**src/rtl/program_loader.sv**
```systemverilog
// program_loader: boot-time image loader sitting in front of the processor core.
// Accepts a length word N, then N data words, on a valid/ready stream. The data
// words are written to memory at sequential addresses starting at START_ADDR,
// and the address wraps modulo 2^ADDR_W. The core is held in reset until the
// whole image has been written.
// Build option: define LOADER_CHECKSUM_EN to require a trailing checksum word.
// The checksum is the 16-bit wrapping sum of the data words.
module program_loader #(
   parameter int ADDR_W     = 12,
   parameter int START_ADDR = 0
) (
   input  logic              clk,
   input  logic              rst,
   input  logic              i_valid,
   input  logic [15:0]       i_data,
   output logic              o_ready,
   output logic              o_mem_we,
   output logic [ADDR_W-1:0] o_mem_addr,
   output logic [15:0]       o_mem_data,
   output logic              o_core_rst,
   output logic              o_done,
   output logic              o_error,
   output logic [ADDR_W:0]   o_count
);

   typedef enum logic [2:0] {
      LEN,
      LOAD,
`ifdef LOADER_CHECKSUM_EN
      CHK,
`endif
      FLUSH,
      DONE,
      ERR
   } state_t;

`ifdef LOADER_CHECKSUM_EN
   localparam state_t POST_LOAD = CHK;
`else
   localparam state_t POST_LOAD = FLUSH;
`endif

   localparam logic [ADDR_W-1:0] START   = ADDR_W'(START_ADDR);
   localparam int unsigned       MAX_LEN = 32'd1 << ADDR_W;

   state_t              state, stateNext;
   logic                readyQ, readyNext;
   logic                weQ;
   logic [ADDR_W-1:0]   addrQ;
   logic [15:0]         dataQ;
   logic [ADDR_W:0]     countQ;
   logic [ADDR_W:0]     lenQ;
   logic                xfer;
   logic                lastWord;
   logic                tooLong;
`ifdef LOADER_CHECKSUM_EN
   logic [15:0]         sumQ;
`endif

   assign xfer     = i_valid & readyQ;
   assign lastWord = (countQ + (ADDR_W+1)'(1)) == lenQ;
   assign tooLong  = 32'(i_data) > MAX_LEN;

   // State register
   always_ff @(posedge clk) begin
      if (rst) state <= LEN;
      else     state <= stateNext;
   end

   // Next-state selection and registered-ready precompute
   always_comb begin
      stateNext = state;
      readyNext = 1'b0;
      case (state)
         LEN: begin
            if (xfer) begin
               if (i_data == 16'd0) stateNext = POST_LOAD;
               else if (tooLong)    stateNext = ERR;
               else                 stateNext = LOAD;
            end
         end
         LOAD: begin
            if (xfer && lastWord) stateNext = POST_LOAD;
         end
`ifdef LOADER_CHECKSUM_EN
         CHK: begin
            if (xfer) stateNext = (i_data == sumQ) ? FLUSH : ERR;
         end
`endif
         FLUSH:   stateNext = DONE;
         DONE:    stateNext = DONE;
         ERR:     stateNext = ERR;
         default: stateNext = ERR;
      endcase
`ifdef LOADER_CHECKSUM_EN
      readyNext = (stateNext == LEN) || (stateNext == LOAD) || (stateNext == CHK);
`else
      readyNext = (stateNext == LEN) || (stateNext == LOAD);
`endif
   end

   // Datapath: length latch, memory write port, word counter and running sum
   always_ff @(posedge clk) begin
      if (rst) begin
         readyQ <= 1'b0;
         weQ    <= 1'b0;
         addrQ  <= START;
         dataQ  <= '0;
         countQ <= '0;
         lenQ   <= '0;
`ifdef LOADER_CHECKSUM_EN
         sumQ   <= '0;
`endif
      end else begin
         readyQ <= readyNext;
         weQ    <= 1'b0;
         if (state == LEN && xfer) lenQ <= (ADDR_W+1)'(i_data);
         if (state == LOAD && xfer) begin
            weQ    <= 1'b1;
            addrQ  <= START + countQ[ADDR_W-1:0];
            dataQ  <= i_data;
            countQ <= countQ + (ADDR_W+1)'(1);
`ifdef LOADER_CHECKSUM_EN
            sumQ   <= sumQ + i_data;
`endif
         end
      end
   end

   assign o_ready    = readyQ;
   assign o_mem_we   = weQ;
   assign o_mem_addr = addrQ;
   assign o_mem_data = dataQ;
   assign o_count    = countQ;
   assign o_done     = (state == DONE);
   assign o_error    = (state == ERR);
   assign o_core_rst = (state != DONE);

endmodule
```
**config.mk**
```make
export PLATFORM = sky130hd
export DESIGN_NAME = program_loader
export DESIGN_NICKNAME = d
export VERILOG_FILES = /design/src/rtl/program_loader.sv
export SDC_FILE = /design/constraint.sdc
export NUM_CORES = 1
export LEC_CHECK = 0
export ABC_CLOCK_PERIOD_IN_PS = 2000
export BUFFER_PORTS_ARGS = -buffer_cell sky130_fd_sc_hd__buf_2
export CAP_MARGIN = 20
export CORE_ASPECT_RATIO = 1.2
export CORE_MARGIN = 4
export CORE_UTILIZATION = 45
export DETAILED_ROUTE_END_ITERATION = 8
export MAX_ROUTING_LAYER = met4
export PLACE_DENSITY = 0.72
export SYNTH_ARGS = -nofsm -noshare
export SYNTH_HDL_FRONTEND = slang
export SYNTH_SLANG_ARGS = --single-unit
export TNS_END_PERCENT = 30
```
**constraint.sdc**
```tcl
create_clock -name clk -period 2 [get_ports clk]
set_input_delay 0.3 -clock clk [delete_from_list [all_inputs] [get_ports clk]]
set_output_delay 0.3 -clock clk [all_outputs]
set_load 0.01 [all_outputs]
```
---- Word level (Yosys, flattened, before mapping) ----
Index checks and enable logic that the tools add are counted.
storage, ports and cells
  register bits ........................... 59
  bits of input ports ..................... 19
  output and inout port bits .............. 46
  word-level logic and storage cells ...... 31
operators by class
  add/sub/neg operators ................... 1
  $lt $le $gt $ge ......................... 1
  eq/ne operators ......................... 7
  muxes and demuxes ....................... 6
  bitwise gates (word level) .............. 1
  reduce and logical (&&, ||, !) cells .... 8
operators with widths
  cell                                                                                number
  16-bit by 13-bit greater-than comparator with 1-bit output (second input constant)  1
  16-bit zero test                                                                    1
  13-bit by 1-bit adder with 13-bit output (second input constant)                    1
  13-bit == test                                                                      1
  3-bit 2-to-1 mux                                                                    4
  3-bit one-hot mux with 3 select lines                                               1
  3-bit by 1-bit == test with 1-bit output (second input constant)                    2
  3-bit by 2-bit == test with 1-bit output (second input constant)                    2
  3-bit zero test                                                                     2
  3-bit == test (second input constant)                                               1
  1-bit logical AND                                                                   3
  3-bit by 2-bit inequality test with 1-bit output (second input constant)            1
  2-bit OR reduction                                                                  1
  1-bit AND                                                                           1
  1-bit logical OR                                                                    1
  1-bit 2-to-1 mux                                                                    1

---- Depth between registers and ports, before layout ----
Gate-level depths: netlist of run 1.
  depth after elaboration ................. 7
  depth in mapped cells ................... 7
  gate-level depth less buffers ........... 7

---- Least setup slack after synthesis of run 1 ----
No wires, ideal clock.
  kind .................................... register -> register
  from .................................... reg countQ[0], in the netlist o_count[0]
  to ...................................... reg state[0]
  library setup time ...................... 0.116 ns
  data arrival time ....................... 1.933 ns
  required time ........................... 1.884 ns
  path slack .............................. -0.050 ns
  stages on the path, launching flop included .. 8
  buffers on the path ..................... 0
  period minus slack after synthesis ...... 2.050 ns
  cells stage by stage .................... dfxtp_1 -> ha_1 -> nand3_2 -> nor3_4 -> xnor2_1 -> nor4_2 -> o2111ai_2 -> o211a_1
between the ends
  word-level cells in the longest chain between the ends .. 5
RTL lines
  item                                      RTL line  RTL
  from (decl)                               51        logic [ADDR_W:0] countQ;
  from (signal assigned)                    122       countQ <= countQ + (ADDR_W+1)'(1);
  13-bit by 1-bit adder with 13-bit output  61        assign lastWord = (countQ + (ADDR_W+1)'(1)) == lenQ;
  13-bit == test                            61
  1-bit logical AND                         83        if (xfer && lastWord) stateNext = POST_LOAD;
  3-bit 2-to-1 mux                          83
  3-bit one-hot mux with 3 select lines     74        case (state)
  to (signal assigned)                      67        else state <= stateNext;
  to (decl)                                 46        state_t state, stateNext;
Every way passes these cells.
A chain may end at the register's enable or synchronous reset.

---- Worst setup path in the final report of run 1 ----
  from .................................... reg countQ[8], in the netlist o_count[8]
  to ...................................... reg state[0]
Same word-level chain as after synthesis.

==> reports/results.md, run 1 <==
- fin cells: 483
- clock tree from TritonCTS: yes
- maximum level of the CTS H-tree: 3
- Sinks on Clock Net: 59
- antenna violations before repair: 0
- I/O Pins: 65
- Max Clock Skew: 0.00674 ns
- total gr overflow: 0
- max capacitance violation total: 0
- maximum net fanout on the critical path: 8
- ranking of synthesized cells by area: sky130_fd_sc_hd__dfxtp_1 (45%), sky130_fd_sc_hd__nand2_1 (14%), sky130_fd_sc_hd__a21oi_1 (8.4%), sky130_fd_sc_hd__xnor2_1 (6.0%), sky130_fd_sc_hd__xor2_1 (4.0%)
- class of the tightest hold or removal check: input pin to register
- die outline area: 0.00713 mm2
- Min-Delay Path Depth: 3
- area occupied by registers: 0.00118 mm2
- synthesis-to-layout area growth: 25.0%
- total number of yosys warnings: 0
- cell taking the most area after synthesis: sky130_fd_sc_hd__dfxtp_1
- flip-flop and latch count after synthesis: 59
- x dimension of the die: 77.8 um
- number of buffers added to fix hold violations after cts: 0
- launching element of the worst setup path: o_count[8]
- number of distinct library cells after synthesis: 43
- count of buffers from port buffering: 64
- DR pass1 iterations: 5
- share of the synthesized area in the top cell type: 0.450
- final routed wire length divided by cell count: 13.5 um
- power per standard cell area: 689 mW/mm2
- worst ir drop on vdd: 0.000465 V
- final critical path time including I/O delays and setup: 1.92 ns
- final routed wirelength across all metal layers: 6500 um
- CTS buffer count: 9
- type of element launching the critical path: register
- Period Utilization, post-route: 0.961
- met2 track demand over resource: 0.289
- end point of the most critical hold path: o_mem_data[14]
- library cell used as clock root buffer: sky130_fd_sc_hd__clkbuf_8
- number of routed nets with antenna violations: 0
- initial core utilization: 0.464
- Core Footprint: 0.00567 mm2
- number of cells in the design after placement: 468
- number of remaining DRC errors: 0
- via density per instance: 5.00
- Post-CTS Setup Bufs: 0
- worst reg2reg startpoint: o_count[8]
- multi-input combinational cell area: 0.00138 mm2
- clock latency of the later-clocked register in the worst-skew pair: 0.34 ns
- vias in the first global route: 2202
- fraction of layout instances using a drive strength above 1: 0.278
- Rows: 30
- endpoint type of the worst setup path: register
- async set-or-reset flop fraction in the synthesized netlist: 0
- pin count of the biggest net entering global routing: 31
- number of DRC markers after the initial detailed-route iteration: 154
- proportion of synthesized chip area in sequential cells: 0.450
- worst-case reg-to-reg path depth: 6
- number of enable flip-flop cells after synthesis: 0
- fill cell count: 547
- first-pass GRT wire length: 10500 um
- synthesized instance count: 328
- reg2reg setup slack: 0.08 ns
- Max-Slew Margin vs Limit: 0.619
- CTS max path bufs: 2
- number of nets produced by synthesis: 348
- fmax: 520 MHz
- final net count: 419
- required time at the worst-slack endpoint: 2.24 ns
- class of the most critical setup path: register to register
- die height: 91.7 um
- number of antenna diodes: 0
- met1 usage: 0.238
- final-report setup violation count: 0
- Mean Syn Cell Area: 8.01 um2
- Final Hold Viols: 0
- endpoint arrival time on the critical path: 2.16 ns
- leakage power figure: 0.00136 uW
- met3 layer usage reported by global route: 0.0344
- global-route usage over all layers: 0.192
- run status: finished clean
- GRT busiest layer: met2
- DP Area: 0.00308 mm2
- Pwr Total: 2260 uW
- Syn Std Cell Area: 0.00263 mm2
- prevailing post-synth register cell: sky130_fd_sc_hd__dfxtp_1
- HPWL after detailed placement: 4640 um
- clock transition time at the flip-flop clock pins of the worst setup and hold paths: 0.07 ns
- post-route core utilization: 0.579
- Non-Filler Cell Area, Final: 0.00328 mm2
- end of the worst register-to-register path: state[0]
- placer congestion estimate: 0.922
- startpoint of the lowest-slack hold path: i_data[14]
- slew of the pin with the lowest slew margin: 0.571 ns
- DR vias: 2417
- final slew viol count: 0
## stage by stage
step	worst slack, ns	hold WS (ns)	setup TNS [ns]
after global placement	0.101	0.439	0
final	0.0773	0.205	0
after detailed placement	0.0554	0.443	0
after floorplan	0.00743	0.436	0
after CTS	0.0357	0.202	0
after global routing	-0.0317	0.221	-0.0404
## critical path, cell delays in order (launching register included)
cell,delay [ns]
sky130_fd_sc_hd__dfxtp_1,0.51
sky130_fd_sc_hd__nand3_1,0.21
sky130_fd_sc_hd__nor4_4,0.36
sky130_fd_sc_hd__xnor2_1,0.16
sky130_fd_sc_hd__o211a_1,0.19
sky130_fd_sc_hd__o2111ai_2,0.16
sky130_fd_sc_hd__o211a_1,0.25
## cell families after synthesis
| logic type | synth area share |
|---|---|
| AND/OR/NAND/NOR | 0.274 |
| flip-flops | 0.450 |
| AO/OA/AOI/OAI | 0.128 |
| XOR/XNOR | 0.100 |
| buffers and inverters | 0.0438 |
| adder cells (fa/ha/maj) | 0.00476 |
## worst max-delay path by stage
stage,slack [ns],cells past startpoint,endpoint
final,0.08,6,state[0]
after floorplan,0.007,7,state[0]
after global placement,0.10,6,state[0]
after detailed placement,0.06,7,state[0]
after global routing,-0.03,6,state[0]
after CTS,0.04,7,state[0]
## cell usage after synthesis, types with 2 or more instances
library cell,instances
sky130_fd_sc_hd__or3_1,2
sky130_fd_sc_hd__buf_6,2
sky130_fd_sc_hd__xor2_1,12
sky130_fd_sc_hd__o21ai_0,5
sky130_fd_sc_hd__buf_1,2
sky130_fd_sc_hd__o211a_1,2
sky130_fd_sc_hd__nor4_2,2
sky130_fd_sc_hd__buf_2,2
sky130_fd_sc_hd__dfxtp_1,59
sky130_fd_sc_hd__nand3_1,4
sky130_fd_sc_hd__nor2_1,21
sky130_fd_sc_hd__nand2_1,96
sky130_fd_sc_hd__xnor2_1,18
sky130_fd_sc_hd__inv_1,3
sky130_fd_sc_hd__clkbuf_1,14
sky130_fd_sc_hd__nor3_1,6
sky130_fd_sc_hd__nand2b_1,2
sky130_fd_sc_hd__nor2b_1,2
sky130_fd_sc_hd__a21oi_1,44
sky130_fd_sc_hd__nor4_1,5
sky130_fd_sc_hd__nand4_1,3
## cell usage in the layout (no fill, tap or decap), types with 2 or more instances in the layout
cell,instances
sky130_fd_sc_hd__o21ai_0,5
sky130_fd_sc_hd__or3_1,2
sky130_fd_sc_hd__clkbuf_8,10
sky130_fd_sc_hd__nor2_1,21
sky130_fd_sc_hd__dfxtp_2,3
sky130_fd_sc_hd__o211a_1,2
sky130_fd_sc_hd__a21oi_1,44
sky130_fd_sc_hd__nand3_1,3
sky130_fd_sc_hd__buf_2,64
sky130_fd_sc_hd__nor4_4,2
sky130_fd_sc_hd__nor2b_1,2
sky130_fd_sc_hd__dfxtp_1,56
sky130_fd_sc_hd__xnor2_1,18
sky130_fd_sc_hd__clkinv_2,3
sky130_fd_sc_hd__nor3_4,2
sky130_fd_sc_hd__nand2_1,96
sky130_fd_sc_hd__nor4_1,4
sky130_fd_sc_hd__nand4_1,3
sky130_fd_sc_hd__buf_4,17
sky130_fd_sc_hd__clkbuf_1,2
sky130_fd_sc_hd__nand3_4,2
sky130_fd_sc_hd__xor2_1,12
sky130_fd_sc_hd__nor3_1,6
sky130_fd_sc_hd__inv_1,3
sky130_fd_sc_hd__nand2b_1,2
## what timing repair did
action / in CTS / in global routing
endpoints found under the setup margin: 0 / 3
hold endpoints to repair: 0 / 0
gates resized for setup: 0 / 8
## sequential cells by signal, indices dropped and copies added, names as in the netlist
register,count
o_mem_we,1
state,3
o_ready,1
o_count,13
o_mem_addr,12
o_mem_data,16
lenQ,13
## cell type report
type	count	share of cell area
clock buffer	12	0.0442
clock inverter	3	0.00457
inverter	4	0.00457
multi-input combinational	244	0.419
sequential	59	0.361
tap	80	0.0305
timing repair buffer	81	0.136
## power by group
part | leakage (uW) | internal, uW | total, uW | switching, uW
Sequential | 0.000478 | 1190 | 1210 | 13.7
Clock | 0.0000860 | 470 | 917 | 447
Combinational | 0.000800 | 55.7 | 141 | 85.1
## per-layer routing
metal  up-vias  wire [um]
li1       1230          -
met1      1110       3000
met2        63       3010
met3        14        270
met4         0        213
met5         -          0
Power figures use the tool's default switching activity.
==> inputs of run 2 (changes only) <==
ABC_AREA = 1   (was unset)
CORE_UTILIZATION = 48   (was 45)
CTS_CLUSTER_DIAMETER = 120   (was unset)
PLACE_DENSITY = 0.76   (was 0.72)
==> run 2 against run 1 <==
Maximum frequency rose by 6.3%. Clock-buffer cell count fell by 1. Critical path depth rose by 8. Cell area rose by 0.91%. First-iteration DRC count rose by 16%. Non-clock buffer count fell by 8. Power rose by 11%. Core utilization rose by 4.2 points. Worst hold slack improved by 0.00091 ns. Flip-flop and latch count did not move. Setup slack improved by 0.11 ns. Largest power group unchanged.
==> reports/results.md, run 2 <==
- run status: finished clean
- leading cell types in the layout, fill and taps excluded: sky130_fd_sc_hd__nand2_1 (74), sky130_fd_sc_hd__buf_2 (64), sky130_fd_sc_hd__dfxtp_1 (58)
- number of antenna diodes: 0, unchanged
- fmax: 553 MHz, +6.3%
- fraction of layout instances using a drive strength above 1: 0.209, -0.0689
- startpoint of the lowest-slack hold path: i_data[13]
- max capacitance violation total: 0, unchanged
- Max-Slew Margin vs Limit: 0.675, +0.0559
- Syn Std Cell Area: 0.00266 mm2, +1.3%
- end point of the most critical hold path: o_mem_data[13]
- total number of yosys warnings: 0, unchanged
- number of distinct library cells after synthesis: 23, -47%
- endpoint type of the worst setup path: register
- final critical path time including I/O delays and setup: 1.81 ns, -0.113 ns
- maximum level of the CTS H-tree: 3, unchanged
- Rows: 29, -3.3%
- share of the synthesized area in the top cell type: 0.444, -0.00571
- required time at the worst-slack endpoint: 2.24 ns, about the same
- pin count of the biggest net entering global routing: 39, +26%
- Period Utilization, post-route: 0.905, -0.0566
- number of remaining DRC errors: 0, unchanged
- CP delay by family, top: simple AND/OR/NAND/NOR gates
- reg2reg setup slack: 0.19 ns, +0.11 ns
- via density per instance: 5.07, +1.2%
- CTS buffer count: 9, unchanged
- Pwr Total: 2510 uW, +11%
- combinational fraction of design power: 0.067, +0.005
- number of cells in the design after placement: 510, +9.0%
- prevailing post-synth register cell: sky130_fd_sc_hd__dfxtp_1
- Sinks on Clock Net: 59, unchanged
- fin cells: 526, +8.9%
- class of the tightest hold or removal check: input pin to register
- async set-or-reset flop fraction in the synthesized netlist: 0, unchanged
- number of buffers added to fix hold violations after cts: 0, unchanged
- most repeated library cell on the critical path: sky130_fd_sc_hd__nand2_1
- number of nets produced by synthesis: 411, +18%
- worst reg2reg startpoint: o_count[1]
- number of flip-flops under the largest register name: 16, unchanged
- global-route usage over all layers: 0.215, +0.0228
- DR vias: 2665, +10%
- first-pass GRT wire length: 11400 um, +8.1%
- final-report setup violation count: 0, unchanged
- RSZ-0062 raised after global routing: false
- type of element launching the critical path: register
- clock tree from TritonCTS: yes
- slew of the pin with the lowest slew margin: 0.483 ns, -0.0884 ns
- Core Footprint: 0.00533 mm2, -5.9%
- Net Switching: 605 uW, +11%
- cells resized by post-CTS repair: 0, unchanged
- number of DRC markers after the initial detailed-route iteration: 179, +16%
- Switching Fraction: 0.240, -0.000630
- share of power burned in registers: 0.485, -0.048
- post-route core utilization: 0.621, +0.0419
- x dimension of the die: 76.0 um, -2.3%
- final net count: 479, +14%
- area occupied by registers: 0.00118 mm2, -0.21%
- slowest cell on the critical path: sky130_fd_sc_hd__dfxtp_2
- proportion of synthesized chip area in sequential cells: 0.444, -0.00571
- synthesis-to-layout area growth: 24.5%
- Internal Pwr Total: 1910 uW, +11%
- Mean Syn Cell Area: 6.81 um2, -15%
- crit-path cells: ha_1 > nand3_2 > inv_2 > nand2_1 > clkinv_1 > nand2_1 > nand3_1 > nand2_1 > clkinv_1 > nand2_1 > nor2_2 > nand3_1 > nand2_1 > nor2_1
- Commonest cells post-synth: sky130_fd_sc_hd__nand2_1 (74), sky130_fd_sc_hd__dfxtp_1 (59), sky130_fd_sc_hd__inv_1 (52)
- number of enable flip-flop cells after synthesis: 0, unchanged
- endpoint arrival time on the critical path: 2.05 ns, -0.11 ns
- final-layout setup total negative slack: 0 ns, unchanged
- critical path's largest stage delay: 0.39 ns, -0.12 ns
- Final Hold Viols: 0, unchanged
- power per standard cell area: 758 mW/mm2, +10%
- CTS max path bufs: 2, unchanged
- cell taking the most area after synthesis: sky130_fd_sc_hd__dfxtp_1
- clock latency of the later-clocked register in the worst-skew pair: 0.34 ns, about the same
- die height: 89.6 um, -2.3%
- antenna violations before repair: 0, unchanged
- clock transition time at the flip-flop clock pins of the worst setup and hold paths: 0.07 ns, about the same
- initial core utilization: 0.499, +0.0354
- flip-flop and latch count after synthesis: 59, unchanged
- HPWL after detailed placement: 5070 um, +9.2%
- number of routed nets with antenna violations: 0, unchanged
- Max Clock Skew: 0.00829 ns, +0.00154 ns
- leakage power figure: 0.00161 uW, +18%
- I/O Pins: 65, unchanged
- class of the most critical setup path: register to register
- worst-case reg-to-reg path depth: 14, +8
- most common cell after layout, fill and taps aside: sky130_fd_sc_hd__nand2_1
- part of the total power dissipated in the clock network: 0.448, +0.043
- final routed wirelength across all metal layers: 6770 um, +4.2%
- count of buffers from port buffering: 64, unchanged
- library cell used as clock root buffer: sky130_fd_sc_hd__clkbuf_8
- Post-CTS Setup Bufs: 0, unchanged
- library cell with the highest instance count after synthesis: sky130_fd_sc_hd__nand2_1
- placer congestion estimate: 0.942, +2.2%
- final routed wire length divided by cell count: 12.9 um, -4.3%
- DR pass1 iterations: 4, -1
- ranking of synthesized cells by area: sky130_fd_sc_hd__dfxtp_1 (44%), sky130_fd_sc_hd__nand2_1 (10%), sky130_fd_sc_hd__o21ai_0 (8.8%), sky130_fd_sc_hd__a21oi_1 (8.3%), sky130_fd_sc_hd__inv_1 (7.3%)
- total gr overflow: 0, unchanged
- synthesized instance count: 391, +19%
- die outline area: 0.00680 mm2, -4.6%
- worst ir drop on vdd: 0.000444 V, -4.5%
- fill cell count: 484, -12%
- maximum net fanout on the critical path: 7, -1
- Min-Delay Path Depth: 3, unchanged
- multi-input combinational cell area: 0.00122 mm2, -11%
- end of the worst register-to-register path: o_ready
- final slew viol count: 0, unchanged
- number of buffer and inverter instances along the worst setup path: 3, +3
- vias in the first global route: 2506, +14%
## run 2: routing by layer
layer | vias up | wire [um] | share of wire | track usage
li1 | 1405 | - | - | -
met1 | 1175 | 3080 | 0.45 | 0.249
met2 | 65 | 3130 | 0.46 | 0.345
met3 | 20 | 320 | 0.047 | 0.0423
met4 | 0 | 239 | 0.035 | 0.133
met5 | - | 0 | 0 | -
## run 2: kinds of logic after synthesis
kind of cell,Yosys count,synth area share
DFF,59,0.444
AOI/OAI and AO/OA,99,0.191
adders and majority gates,1,0.00470
buffers and inverters,72,0.102
and+or+nand+nor,158,0.252
xor gates and xnor gates,2,0.00658
## run 2: layout make-up
| cell class | instances | share of cell area |
|---|---|---|
| flip-flops and latches | 59 | 0.357 |
| inverters | 56 | 0.0634 |
| clock inverters | 5 | 0.0185 |
| clock buffers | 11 | 0.0457 |
| multi-input cells | 260 | 0.368 |
| well taps | 62 | 0.0234 |
| repair buffers | 73 | 0.125 |
## run 2: worst max path at each step
| stage | startpoint | end | slack, ns | depth (start not counted) |
|---|---|---|---|---|
| after CTS | o_count[1] | o_ready | 0.15 | 14 |
| after global placement | o_count[1] | o_ready | 0.26 | 12 |
| final | o_count[1] | o_ready | 0.19 | 14 |
| after floorplan | o_count[0] | o_ready | 0.26 | 14 |
| after detailed placement | o_count[1] | o_ready | 0.17 | 14 |
| after global routing | o_count[1] | o_ready | 0.004 | 12 |
## run 2: metrics by stage
step	instance area (um2)	setup WS (ns)	hold slack [ns]
floorplan	2660	0.258	0.444
global placement	3090	0.257	0.456
detailed placement	3090	0.170	0.466
CTS	3300	0.151	0.202
global route	3310	0.00437	0.220
finish	3310	0.191	0.206
## run 2: power groups by stage
| stage | clock network, uW | registers [uW] | logic, uW |
|---|---|---|---|
| after global placement | 0 | 1240 | 167 |
| after detailed placement | 0 | 1240 | 169 |
| after global routing | 1200 | 1220 | 191 |
| final | 1130 | 1220 | 168 |
| after CTS | 1150 | 1220 | 169 |
| after floorplan | 0 | 1240 | 103 |
## run 2: worst min-delay path: stages
cell and delay, ns:
sky130_fd_sc_hd__buf_2 0.09, sky130_fd_sc_hd__inv_1 0.06, sky130_fd_sc_hd__a21oi_1 0.06
